### config.mk
export PLATFORM = sky130hd
export DESIGN_NAME = adat_tx_scheduler
export DESIGN_NICKNAME = d
export VERILOG_FILES = /design/src/rtl/adat_pkg.sv /design/src/rtl/adat_frame_tick.sv /design/src/rtl/adat_tx_scheduler.sv
export SDC_FILE = /design/constraint.sdc
export NUM_CORES = 1
export LEC_CHECK = 0
export BUFFER_PORTS_ARGS = -buffer_cell sky130_fd_sc_hd__clkbuf_2
export CAP_MARGIN = 25
export CORE_MARGIN = 4
export CORE_UTILIZATION = 54
export CTS_CLUSTER_SIZE = 28
export DETAILED_ROUTE_END_ITERATION = 12
export GPL_ROUTABILITY_DRIVEN = 1
export HOLD_SLACK_MARGIN = 0.05
export MAX_ROUTING_LAYER = met4
export PLACE_DENSITY = 0.8
export SETUP_SLACK_MARGIN = 0.02
export SLEW_MARGIN = 20
export SYNTH_ARGS = -nofsm -noshare
export SYNTH_HDL_FRONTEND = slang
export SYNTH_SLANG_ARGS = --single-unit
### constraint.sdc
create_clock -name clk -period 18.7 [get_ports clk]
set_clock_uncertainty 0.05 [all_clocks]
set_input_delay 0.935 -clock clk [delete_from_list [all_inputs] [get_ports clk]]
set_output_delay 0.935 -clock clk [all_outputs]
set_load 0.02 [all_outputs]
### src/rtl/adat_pkg.sv
// Shared definitions for the ADAT transmit path.
//   ADAT_CHANNELS / ADAT_SAMPLE_W / ADAT_USER_W : frame geometry
//   ADAT_AUDIO_W  : width of one packed 8-channel sample set
//   sched_state_t : frame scheduler FSM states (also exported for debug)
package adat_pkg;

    localparam int ADAT_CHANNELS = 8;
    localparam int ADAT_SAMPLE_W = 24;
    localparam int ADAT_USER_W   = 4;
    localparam int ADAT_AUDIO_W  = ADAT_CHANNELS * ADAT_SAMPLE_W;

    typedef enum logic [2:0] {
        ST_IDLE  = 3'd0,
        ST_WAIT  = 3'd1,
        ST_LOAD  = 3'd2,
        ST_START = 3'd3,
        ST_BUSY  = 3'd4
    } sched_state_t;

endpackage

### src/rtl/adat_frame_tick.sv
// Frame-rate pacing from the system clock via a phase accumulator.
//   clk, rst : system clock, asynchronous active-high reset
//   enable   : accumulator runs while high, held at zero while low
//   tick     : one-cycle pulse at SAMPLE_RATE on average (combinational from acc)
// Each cycle acc += SAMPLE_RATE; when the sum reaches CLK_FREQ the excess is
// kept, so the long-run rate is exact (48 kHz @ 50 MHz gives 1041/1042 spacing).
module adat_frame_tick #(
    parameter int unsigned CLK_FREQ    = 50_000_000,
    parameter int unsigned SAMPLE_RATE = 48000
) (
    input  logic clk,
    input  logic rst,
    input  logic enable,
    output logic tick
);

    logic [31:0] acc_q, acc_d;
    logic [32:0] sum;

    always_comb begin
        // 33-bit sum so acc + SAMPLE_RATE cannot wrap before the compare
        sum   = {1'b0, acc_q} + 33'(SAMPLE_RATE);
        acc_d = acc_q;
        tick  = 1'b0;
        if (!enable) begin
            acc_d = '0;
        end else if (sum >= 33'(CLK_FREQ)) begin
            acc_d = 32'(sum - 33'(CLK_FREQ));
            tick  = 1'b1;
        end else begin
            acc_d = sum[31:0];
        end
    end

    always_ff @(posedge clk or posedge rst) begin
        if (rst) acc_q <= '0;
        else     acc_q <= acc_d;
    end

endmodule

### src/rtl/adat_tx_scheduler.sv
// Frame scheduler between an audio source and the ADAT frame generator.
//   clk, rst        : system clock, asynchronous active-high reset
//   enable          : schedule frames; low = finish current frame then idle
//   s_valid/s_ready : upstream sample-set handshake. A set transfers on a
//                     cycle where both are high; s_ready is registered
//                     (= holding register empty) and never depends on s_valid.
//   s_data, s_user  : 8 x 24 b sample set (ch0 in MSBs) and user nibble
//   gen_audio/user  : set presented to generator, held from LOAD to next LOAD
//   gen_start       : one-cycle start pulse; gen_frame_done ends the frame
//   busy            : frame in flight
//   underrun        : pulse, a frame was loaded with no sample set held
//   overrun         : pulse, a tick was dropped because one was already pending
//   frame_count     : frames started since reset (wraps)
//   dbg_state       : current FSM state
module adat_tx_scheduler
    import adat_pkg::*;
#(
    parameter int unsigned CLK_FREQ      = 50_000_000,
    parameter int unsigned SAMPLE_RATE   = 48000,
    parameter int unsigned UNDERRUN_ZERO = 0
) (
    input  logic                    clk,
    input  logic                    rst,
    input  logic                    enable,
    input  logic                    s_valid,
    output logic                    s_ready,
    input  logic [ADAT_AUDIO_W-1:0] s_data,
    input  logic [ADAT_USER_W-1:0]  s_user,
    output logic [ADAT_AUDIO_W-1:0] gen_audio,
    output logic [ADAT_USER_W-1:0]  gen_user,
    output logic                    gen_start,
    input  logic                    gen_frame_done,
    output logic                    busy,
    output logic                    underrun,
    output logic                    overrun,
    output logic [31:0]             frame_count,
    output sched_state_t            dbg_state
);

    sched_state_t            state_q, state_d;
    logic                    hold_valid_q, hold_valid_d;
    logic [ADAT_AUDIO_W-1:0] hold_data_q, hold_data_d;
    logic [ADAT_USER_W-1:0]  hold_user_q, hold_user_d;
    logic [ADAT_AUDIO_W-1:0] gen_audio_q, gen_audio_d;
    logic [ADAT_USER_W-1:0]  gen_user_q, gen_user_d;
    logic                    pending_q, pending_d;
    logic [31:0]             frame_count_q, frame_count_d;
    logic                    tick;
    logic                    capture;

    adat_frame_tick #(
        .CLK_FREQ   (CLK_FREQ),
        .SAMPLE_RATE(SAMPLE_RATE)
    ) u_tick (
        .clk   (clk),
        .rst   (rst),
        .enable(enable),
        .tick  (tick)
    );

    assign s_ready     = !hold_valid_q;
    assign capture     = s_valid && !hold_valid_q;
    assign gen_audio   = gen_audio_q;
    assign gen_user    = gen_user_q;
    assign frame_count = frame_count_q;
    assign dbg_state   = state_q;

    always_comb begin
        state_d       = state_q;
        hold_valid_d  = hold_valid_q;
        hold_data_d   = hold_data_q;
        hold_user_d   = hold_user_q;
        gen_audio_d   = gen_audio_q;
        gen_user_d    = gen_user_q;
        pending_d     = pending_q;
        frame_count_d = frame_count_q;
        gen_start     = 1'b0;
        busy          = 1'b0;
        underrun      = 1'b0;
        overrun       = 1'b0;

        case (state_q)
            ST_IDLE: begin
                pending_d = 1'b0;  // no stale tick survives an idle period
                if (enable) state_d = ST_WAIT;
            end
            ST_WAIT: begin
                if (tick || pending_q) state_d = ST_LOAD;
                else if (!enable)      state_d = ST_IDLE;
            end
            ST_LOAD: begin
                pending_d = 1'b0;
                if (hold_valid_q) begin
                    gen_audio_d  = hold_data_q;
                    gen_user_d   = hold_user_q;
                    hold_valid_d = 1'b0;
                end else begin
                    underrun    = 1'b1;
                    gen_audio_d = (UNDERRUN_ZERO != 0) ? '0 : gen_audio_q;
                end
                state_d = ST_START;
            end
            ST_START: begin
                gen_start     = 1'b1;
                frame_count_d = frame_count_q + 32'd1;
                state_d       = ST_BUSY;
            end
            ST_BUSY: begin
                busy = 1'b1;
                if (gen_frame_done) state_d = enable ? ST_WAIT : ST_IDLE;
            end
            default: state_d = ST_IDLE;
        endcase

        // A tick outside WAIT is remembered once; a second one is dropped.
        // In LOAD the pending tick has just been consumed, so a new one
        // re-arms pending instead of counting as an overrun.
        if (tick && state_q != ST_WAIT) begin
            if (pending_q && state_q != ST_LOAD) overrun   = 1'b1;
            else                                 pending_d = 1'b1;
        end

        // Capture wins over the LOAD clear: only possible on an underrun
        // LOAD (hold empty), where the new set belongs to the next frame.
        if (capture) begin
            hold_valid_d = 1'b1;
            hold_data_d  = s_data;
            hold_user_d  = s_user;
        end
    end

    always_ff @(posedge clk or posedge rst) begin
        if (rst) begin
            state_q       <= ST_IDLE;
            hold_valid_q  <= 1'b0;
            hold_data_q   <= '0;
            hold_user_q   <= '0;
            gen_audio_q   <= '0;
            gen_user_q    <= '0;
            pending_q     <= 1'b0;
            frame_count_q <= '0;
        end else begin
            state_q       <= state_d;
            hold_valid_q  <= hold_valid_d;
            hold_data_q   <= hold_data_d;
            hold_user_q   <= hold_user_d;
            gen_audio_q   <= gen_audio_d;
            gen_user_q    <= gen_user_d;
            pending_q     <= pending_d;
            frame_count_q <= frame_count_d;
        end
    end

endmodule
==> flow_summary.ini, run 1 <==
[run_status]
run_status = complete, no violations

[grt]
grt_pass1_wl_mm = 66.5
grt_antenna_before_repair = 2
grt_max_degree = 168
groute.usage.overall = 0.234
grt_remaining_overflow = 0
first_global_vias = 12584

[critical_path]
reg2regPathDepth = 11
crit_path_max_incr_delay_ns = 0.49
critPathRequiredTime_ns = 17.72
r2r_start = u_tick.acc_q[9]$_DFF_PP0_
crit_family = compound AO/OA/AOI/OAI gates
critPathLaunch = u_tick.acc_q[9]$_DFF_PP0_
endpoint_arrival_time_on_the_critical_path_ns = 3.78
critical-path-top-cell-by-count = sky130_fd_sc_hd__a21oi_1
startpoint_type = flop
path_buf_inv = 2
ff2ff_setup_slack_ns = 15.06
critical_path.max_fanout = 7
crit_path_top_delay_cell = sky130_fd_sc_hd__nor4bb_1
r2r_end = u_tick.acc_q[24]$_DFF_PP0_
end_kind = primary output
path_cells = inv_1 -> ha_1 -> a21bo_2 -> a21oi_1 -> nor4bb_1 -> o2bb2a_1 -> a21oi_1 -> o2111ai_1 -> a21oi_2 -> nor4b_1 -> clkbuf_2
cp_class = reg2out

[yosys]
synth_enable_flop_cells = 0
synth_area_leader_cell = sky130_fd_sc_hd__dfrtp_1
synthCells = 1259
synth.top_cell.area_share = 0.621
yosysWarnings = 0
async_reset_ff_frac = 1.00
dominantRegCellSynth = sky130_fd_sc_hd__dfrtp_1
postSynthNetCount = 1465
avgSynthCellArea_um2 = 14.5
synth.yosys.seq_area_share = 0.621
ys_ff_latch = 454
netlist_area_mm2 = 0.0183
yosys-top-cells-area = sky130_fd_sc_hd__dfrtp_1 62%, sky130_fd_sc_hd__mux2_2 24%, sky130_fd_sc_hd__xnor2_1 1.8%, sky130_fd_sc_hd__clkbuf_1 1.0%, sky130_fd_sc_hd__xor2_1 0.86%
synth_cell_type_count = 57

[clock_network]
cts_resized = 0
clock_latency_ns = 0.55
clk_pin_slew_ns = 0.06
cts-htree-levels = 2
hold_buffers = 0
postCtsSetupBuffers = 0
tritoncts_clock_tree = done
cts_buffer_depth = 3
clkSinkCount = 454
cts_buffers = 46
root_buffer = sky130_fd_sc_hd__clkbuf_16

[power]
power_internal_mw = 2.75
p_seq_frac = 0.403
power_density_mw_per_mm2 = 189
power.clock.fraction = 0.220
netSwitchingPower_mw = 1.49
combinational_share_of_power = 0.377
net_switching_share_of_the_total_power = 0.352
cellLeakagePower_nw = 10.6
ir_worst_vdd_mv = 0.139
power_mw = 4.25

[die]
floorplan.io_pins = 437
area_of_the_die_mm2 = 0.0369
fp.coreArea_mm2 = 0.0334
die_width_um = 192
chipHeight_um = 192
floorplan.initialDensity = 0.547
rows = 67

[worst_hold_path]
timing.hold.worst.class = in2async

[timing]
worst-slew-pin-transition_ns = 1.02
layout_setup_ws_ns = 13.93
finalHoldViolCount = 0
setup_repair_after_global_routing_missed_its_margin = false
final_min_period_over_clock_period = 0.255
max_freq_ghz = 0.210
fin_setup_tns_ns = 0
finalCriticalPeriod_ns = 4.77
relSlewSlack = 0.317
report.final.slew_viol_count = 0
setup_viol = 0
whs_ns = 0.382

[finish]
final_net_count = 1904
share_of_cells_above_drive_strength_1 = 0.539
fin_area_mm2 = 0.0225
ff_latch_area_mm2 = 0.0114
multi_input_comb_area_mm2 = 0.00661
finalCoreUtilization = 0.673
area_delta_synth_final_pct = 23.1
num-fill-cells = 2355
final_cells = 2182

[job]
max_cap_violations = 0

[route]
detail_route.drc_violations = 0
pre_antenna_drt_iters = 4
vias_after_detailed_routing = 11721
route.detailed.wl_per_inst_um = 19.5
antenna_violating_nets_post_route = 0
initialDrtViolationCount = 540
routed_wirelength_mm = 42.6
avgViaCountPerCell = 5.37

[placed_design]
placedInstanceArea_mm2 = 0.0209
hpwl_mm = 30.1
routabilityCongestion = 0.850
detailedPlace.worstSlack_ns = 14.48
post-place-cells = 2096
port_buffers = 436
-- layout by cell type, fill, tap and decap left out, drive strengths merged, types with 3 or more instances in the layout --
master / count
a211oi: 6
a21boi: 3
a21o: 8
a21oi: 25
a31o: 3
and2: 4
and3: 15
and4: 5
buf: 14
bufinv: 3
clkbuf: 509
clkinv: 4
dfrtp: 454
ha: 5
inv: 19
mux2: 393
nand2: 38
nand2b: 7
nand3: 22
nand4: 6
nor2: 30
nor2b: 5
nor3: 23
nor3b: 5
nor4: 6
nor4b: 4
o21a: 3
o21ai: 18
o31a: 4
o31ai: 3
or3: 9
or4: 3
xnor2: 39
xor2: 18
-- logic make-up after synthesis --
logic type,after synthesis,share of synthesized area
AOI/OAI and AO/OA,85,0.0325
and+or+nand+nor,186,0.0547
buffers and inverters,78,0.0180
muxes,394,0.243
DFF,454,0.621
adders and majority gates,5,0.00342
xor gates and xnor gates,57,0.0277
-- how the worst max path moves through the flow --
stage	to	slack (ns)	depth (start not counted)
3_5_place_dp	overrun	14.48	9
2_1_floorplan	dbg_state[0]$_DFFE_PP0P_	5.06	1
4_1_cts	overrun	13.89	9
6_report	overrun	13.93	11
3_3_place_gp	overrun	14.53	9
5_1_grt	overrun	13.65	10
-- cell usage after synthesis (4+ instances only) --
cell type,instances
sky130_fd_sc_hd__a211oi_1,6
sky130_fd_sc_hd__a21o_1,7
sky130_fd_sc_hd__a21oi_1,22
sky130_fd_sc_hd__and2_1,4
sky130_fd_sc_hd__and3_1,15
sky130_fd_sc_hd__and4_1,5
sky130_fd_sc_hd__buf_2,5
sky130_fd_sc_hd__clkbuf_1,49
sky130_fd_sc_hd__dfrtp_1,454
sky130_fd_sc_hd__ha_1,5
sky130_fd_sc_hd__inv_1,19
sky130_fd_sc_hd__mux2_2,393
sky130_fd_sc_hd__nand2_1,38
sky130_fd_sc_hd__nand2b_1,7
sky130_fd_sc_hd__nand3_1,22
sky130_fd_sc_hd__nand4_1,6
sky130_fd_sc_hd__nor2_1,29
sky130_fd_sc_hd__nor2b_1,5
sky130_fd_sc_hd__nor3_1,22
sky130_fd_sc_hd__nor3b_1,5
sky130_fd_sc_hd__nor4_1,5
sky130_fd_sc_hd__nor4b_1,4
sky130_fd_sc_hd__o21ai_0,17
sky130_fd_sc_hd__o31a_1,4
sky130_fd_sc_hd__or3_1,9
sky130_fd_sc_hd__xnor2_1,38
sky130_fd_sc_hd__xor2_1,18
-- state kept, by name, summed over array words and instances, names as in the netlist --
signal	flops
frame_count	32
gen_user	4
hold_data_q	192
dbg_state	3
pending_q	1
u_tick.acc_q	25
hold_user_q	4
gen_audio	192
hold_valid_q	1
-- metal layers --
metal / wire length [um] / track usage / vias up
met5: 0 / - / -
met4: 1330 / 0.0768 / 0
met3: 3640 / 0.0831 / 93
met2: 21600 / 0.391 / 338
met1: 16000 / 0.265 / 5950
li1: - / - / 5340
-- power by group through the flow --
| stage | logic (mW) | clock network (mW) | registers, mW |
|---|---|---|---|
| finish | 1.60 | 0.933 | 1.71 |
| global route | 1.73 | 0.999 | 1.77 |
| CTS | 1.62 | 0.953 | 1.71 |
| detailed placement | 1.61 | 0 | 1.73 |
| global placement | 1.57 | 0 | 1.69 |
| floorplan | 0.900 | 0 | 1.93 |
-- cell type report --
class                      instances  area share
sequential                       454       0.505
multi-input combinational        727       0.294
timing repair buffer             450       0.104
clock buffer                      73      0.0634
tap                              448      0.0249
clock inverter                     9     0.00556
inverter                          19     0.00350
antenna                            2    0.000222
Power figures use the tool's default switching activity.
==> run 2, diff against run 1 <==
CORE_UTILIZATION = 48   (was 54)
PLACE_DENSITY = 0.76   (was 0.8)
clock period = 4.3 ns   (was 18.7 ns; I/O delays follow)
==> flow_summary.ini, run 2 (synthesized netlist as in run 1, its figures left out) <==
[critical_path]
ff2ff_setup_slack_ns = 0.73
path_cells = or4_4 -> a21o_1 -> and3_1 -> nand3_1 -> mux2_2 -> or4_4 -> a21oi_4 -> nor4b_1 -> clkbuf_2
critical-path-top-cell-by-count = sky130_fd_sc_hd__or4_4
cp_class = reg2out
end_kind = primary output
crit_path_top_delay_cell = sky130_fd_sc_hd__or4_4
critical_path.max_fanout = 11
startpoint_type = flop
endpoint_arrival_time_on_the_critical_path_ns = 3.77
critPathRequiredTime_ns = 4.03
crit_family = simple AND/OR/NAND/NOR gates
crit_path_max_incr_delay_ns = 0.61
path_buf_inv = 1

[finish]
ff_latch_area_mm2 = 0.0114
final_common_cell = sky130_fd_sc_hd__dfrtp_1
fin_area_mm2 = 0.0248
num-fill-cells = 2611
finalCoreUtilization = 0.660
share_of_cells_above_drive_strength_1 = 0.490
multi_input_comb_area_mm2 = 0.00667
area_delta_synth_final_pct = 35.9
layout.cells.most_common_list = 453 x sky130_fd_sc_hd__dfrtp_1, 436 x sky130_fd_sc_hd__clkbuf_2, 393 x sky130_fd_sc_hd__mux2_2
final_net_count = 2109

[timing]
max_freq_ghz = 0.248
final_min_period_over_clock_period = 0.938
worst-slew-pin-transition_ns = 0.915
setup_viol = 0
report.final.slew_viol_count = 0
whs_ns = 0.172
finalCriticalPeriod_ns = 4.03
setup_repair_after_global_routing_missed_its_margin = false
finalHoldViolCount = 0
layout_setup_ws_ns = 0.268
relSlewSlack = 0.390

[die]
fp.coreArea_mm2 = 0.0377
floorplan.initialDensity = 0.486
die_width_um = 203
area_of_the_die_mm2 = 0.0413
floorplan.io_pins = 437
chipHeight_um = 203
rows = 71

[route]
pre_antenna_drt_iters = 5
route.detailed.wl_per_inst_um = 19.6
route.met2.wl_mm = 24.9
routed_wirelength_mm = 48.2
initialDrtViolationCount = 541
antenna_violating_nets_post_route = 0
detailroute.wirelength.met3_mm = 3.06
detail_route.drc_violations = 0
vias_after_detailed_routing = 12868
met1Wirelength_mm = 18.5
top_layer = met4
avgViaCountPerCell = 5.24

[placed_design]
placedInstanceArea_mm2 = 0.0211
port_buffers = 436
hpwl_mm = 29.9
routabilityCongestion = 0.869
detailedPlace.worstSlack_ns = 0.598

[grt]
grt_antenna_before_repair = 4
first_global_vias = 14139
grt_remaining_overflow = 0
grt_max_degree = 136
groute.usage.overall = 0.239
grt_pass1_wl_mm = 77.3

[clock_network]
cts_buffer_depth = 3
postCtsSetupBuffers = 0
cts-htree-levels = 2
clk_pin_slew_ns = 0.06
clock_latency_ns = 0.56
clkSinkCount = 454
tritoncts_clock_tree = done
cts_buffers = 48
root_buffer = sky130_fd_sc_hd__clkbuf_16

[power]
ir_worst_vdd_mv = 0.540
power_internal_mw = 12.4
netSwitchingPower_mw = 6.84
cellLeakagePower_nw = 11.5
power_mw = 19.2
power_density_mw_per_mm2 = 774
p_seq_frac = 0.393
combinational_share_of_power = 0.379
power.clock.fraction = 0.227
net_switching_share_of_the_total_power = 0.356

[worst_hold_path]
timing.hold.worst.class = in2async

[job]
max_cap_violations = 0

[run_status]
run_status = complete, no violations
## run 2: cell count changes in the layout (fill, tap and decap cells not counted), moves of 4 or more
cell,before,now
sky130_fd_sc_hd__buf_12,1,7
sky130_fd_sc_hd__bufinv_16,3,7
sky130_fd_sc_hd__clkbuf_8,11,7
sky130_fd_sc_hd__clkinv_2,4,8
sky130_fd_sc_hd__diode_2,2,6
sky130_fd_sc_hd__dlygate4sd3_1,0,200
## run 2: path summary, 6_finish.rpt
kind                                             startpoint                           end  cells past startpoint
min in group clk                                s_data[187]  hold_data_q[187]$_DFFE_PP0P_                      3
max in group asynchronous                               rst   hold_data_q[50]$_DFFE_PP0P_                      6
worst min register to register  frame_count[31]$_DFFE_PP0P_   frame_count[31]$_DFFE_PP0P_                      1
worst max-delay path             u_tick.acc_q[15]$_DFF_PP0_                       overrun                      9
worst min-delay path                                    rst   hold_data_q[76]$_DFFE_PP0P_                      3
worst max register to register   u_tick.acc_q[15]$_DFF_PP0_    u_tick.acc_q[18]$_DFF_PP0_                     10
## run 2: area by class of cell
cell class,instances,area share
timing repair buffer,653,0.177
multi-input combinational,727,0.269
antenna,6,0.000604
clock inverter,20,0.0119
sequential,454,0.457
tap,511,0.0257
clock buffer,68,0.0559
inverter,19,0.00302
## run 2: through the flow
stage | setup TNS [ns] | std cells
after floorplan | -956.16 | 1259
after global routing | 0 | 2456
after detailed placement | 0 | 2163
final | 0 | 2458
after global placement | 0 | 2163
after CTS | 0 | 2451
## run 2: power groups by stage
stage | registers (mW) | clock network [mW] | logic, mW
6_report | 7.56 | 4.37 | 7.29
5_1_grt | 7.80 | 4.66 | 7.83
4_1_cts | 7.49 | 4.44 | 7.19
3_5_place_dp | 7.52 | 0 | 6.99
3_3_place_gp | 7.37 | 0 | 6.81
2_1_floorplan | 8.39 | 0 | 3.91
## run 2: what timing repair did
item,CTS,global route
gates resized for setup,0,10
hold buffers,200,0
hold endpoints to repair,238,0
setup endpoints to repair,0,1
## run 2: tightest hold or removal path: stages
cell and delay (ns):
sky130_fd_sc_hd__dlygate4sd3_1 0.54, sky130_fd_sc_hd__clkbuf_2 0.13, sky130_fd_sc_hd__clkinvlp_4 0.33
## run 2: per-layer routing
layer,vias to the layer above,track usage
met1,6558,0.277
met2,435,0.406
li1,5748,-
met3,127,0.0566
met4,0,0.0925
met5,-,-
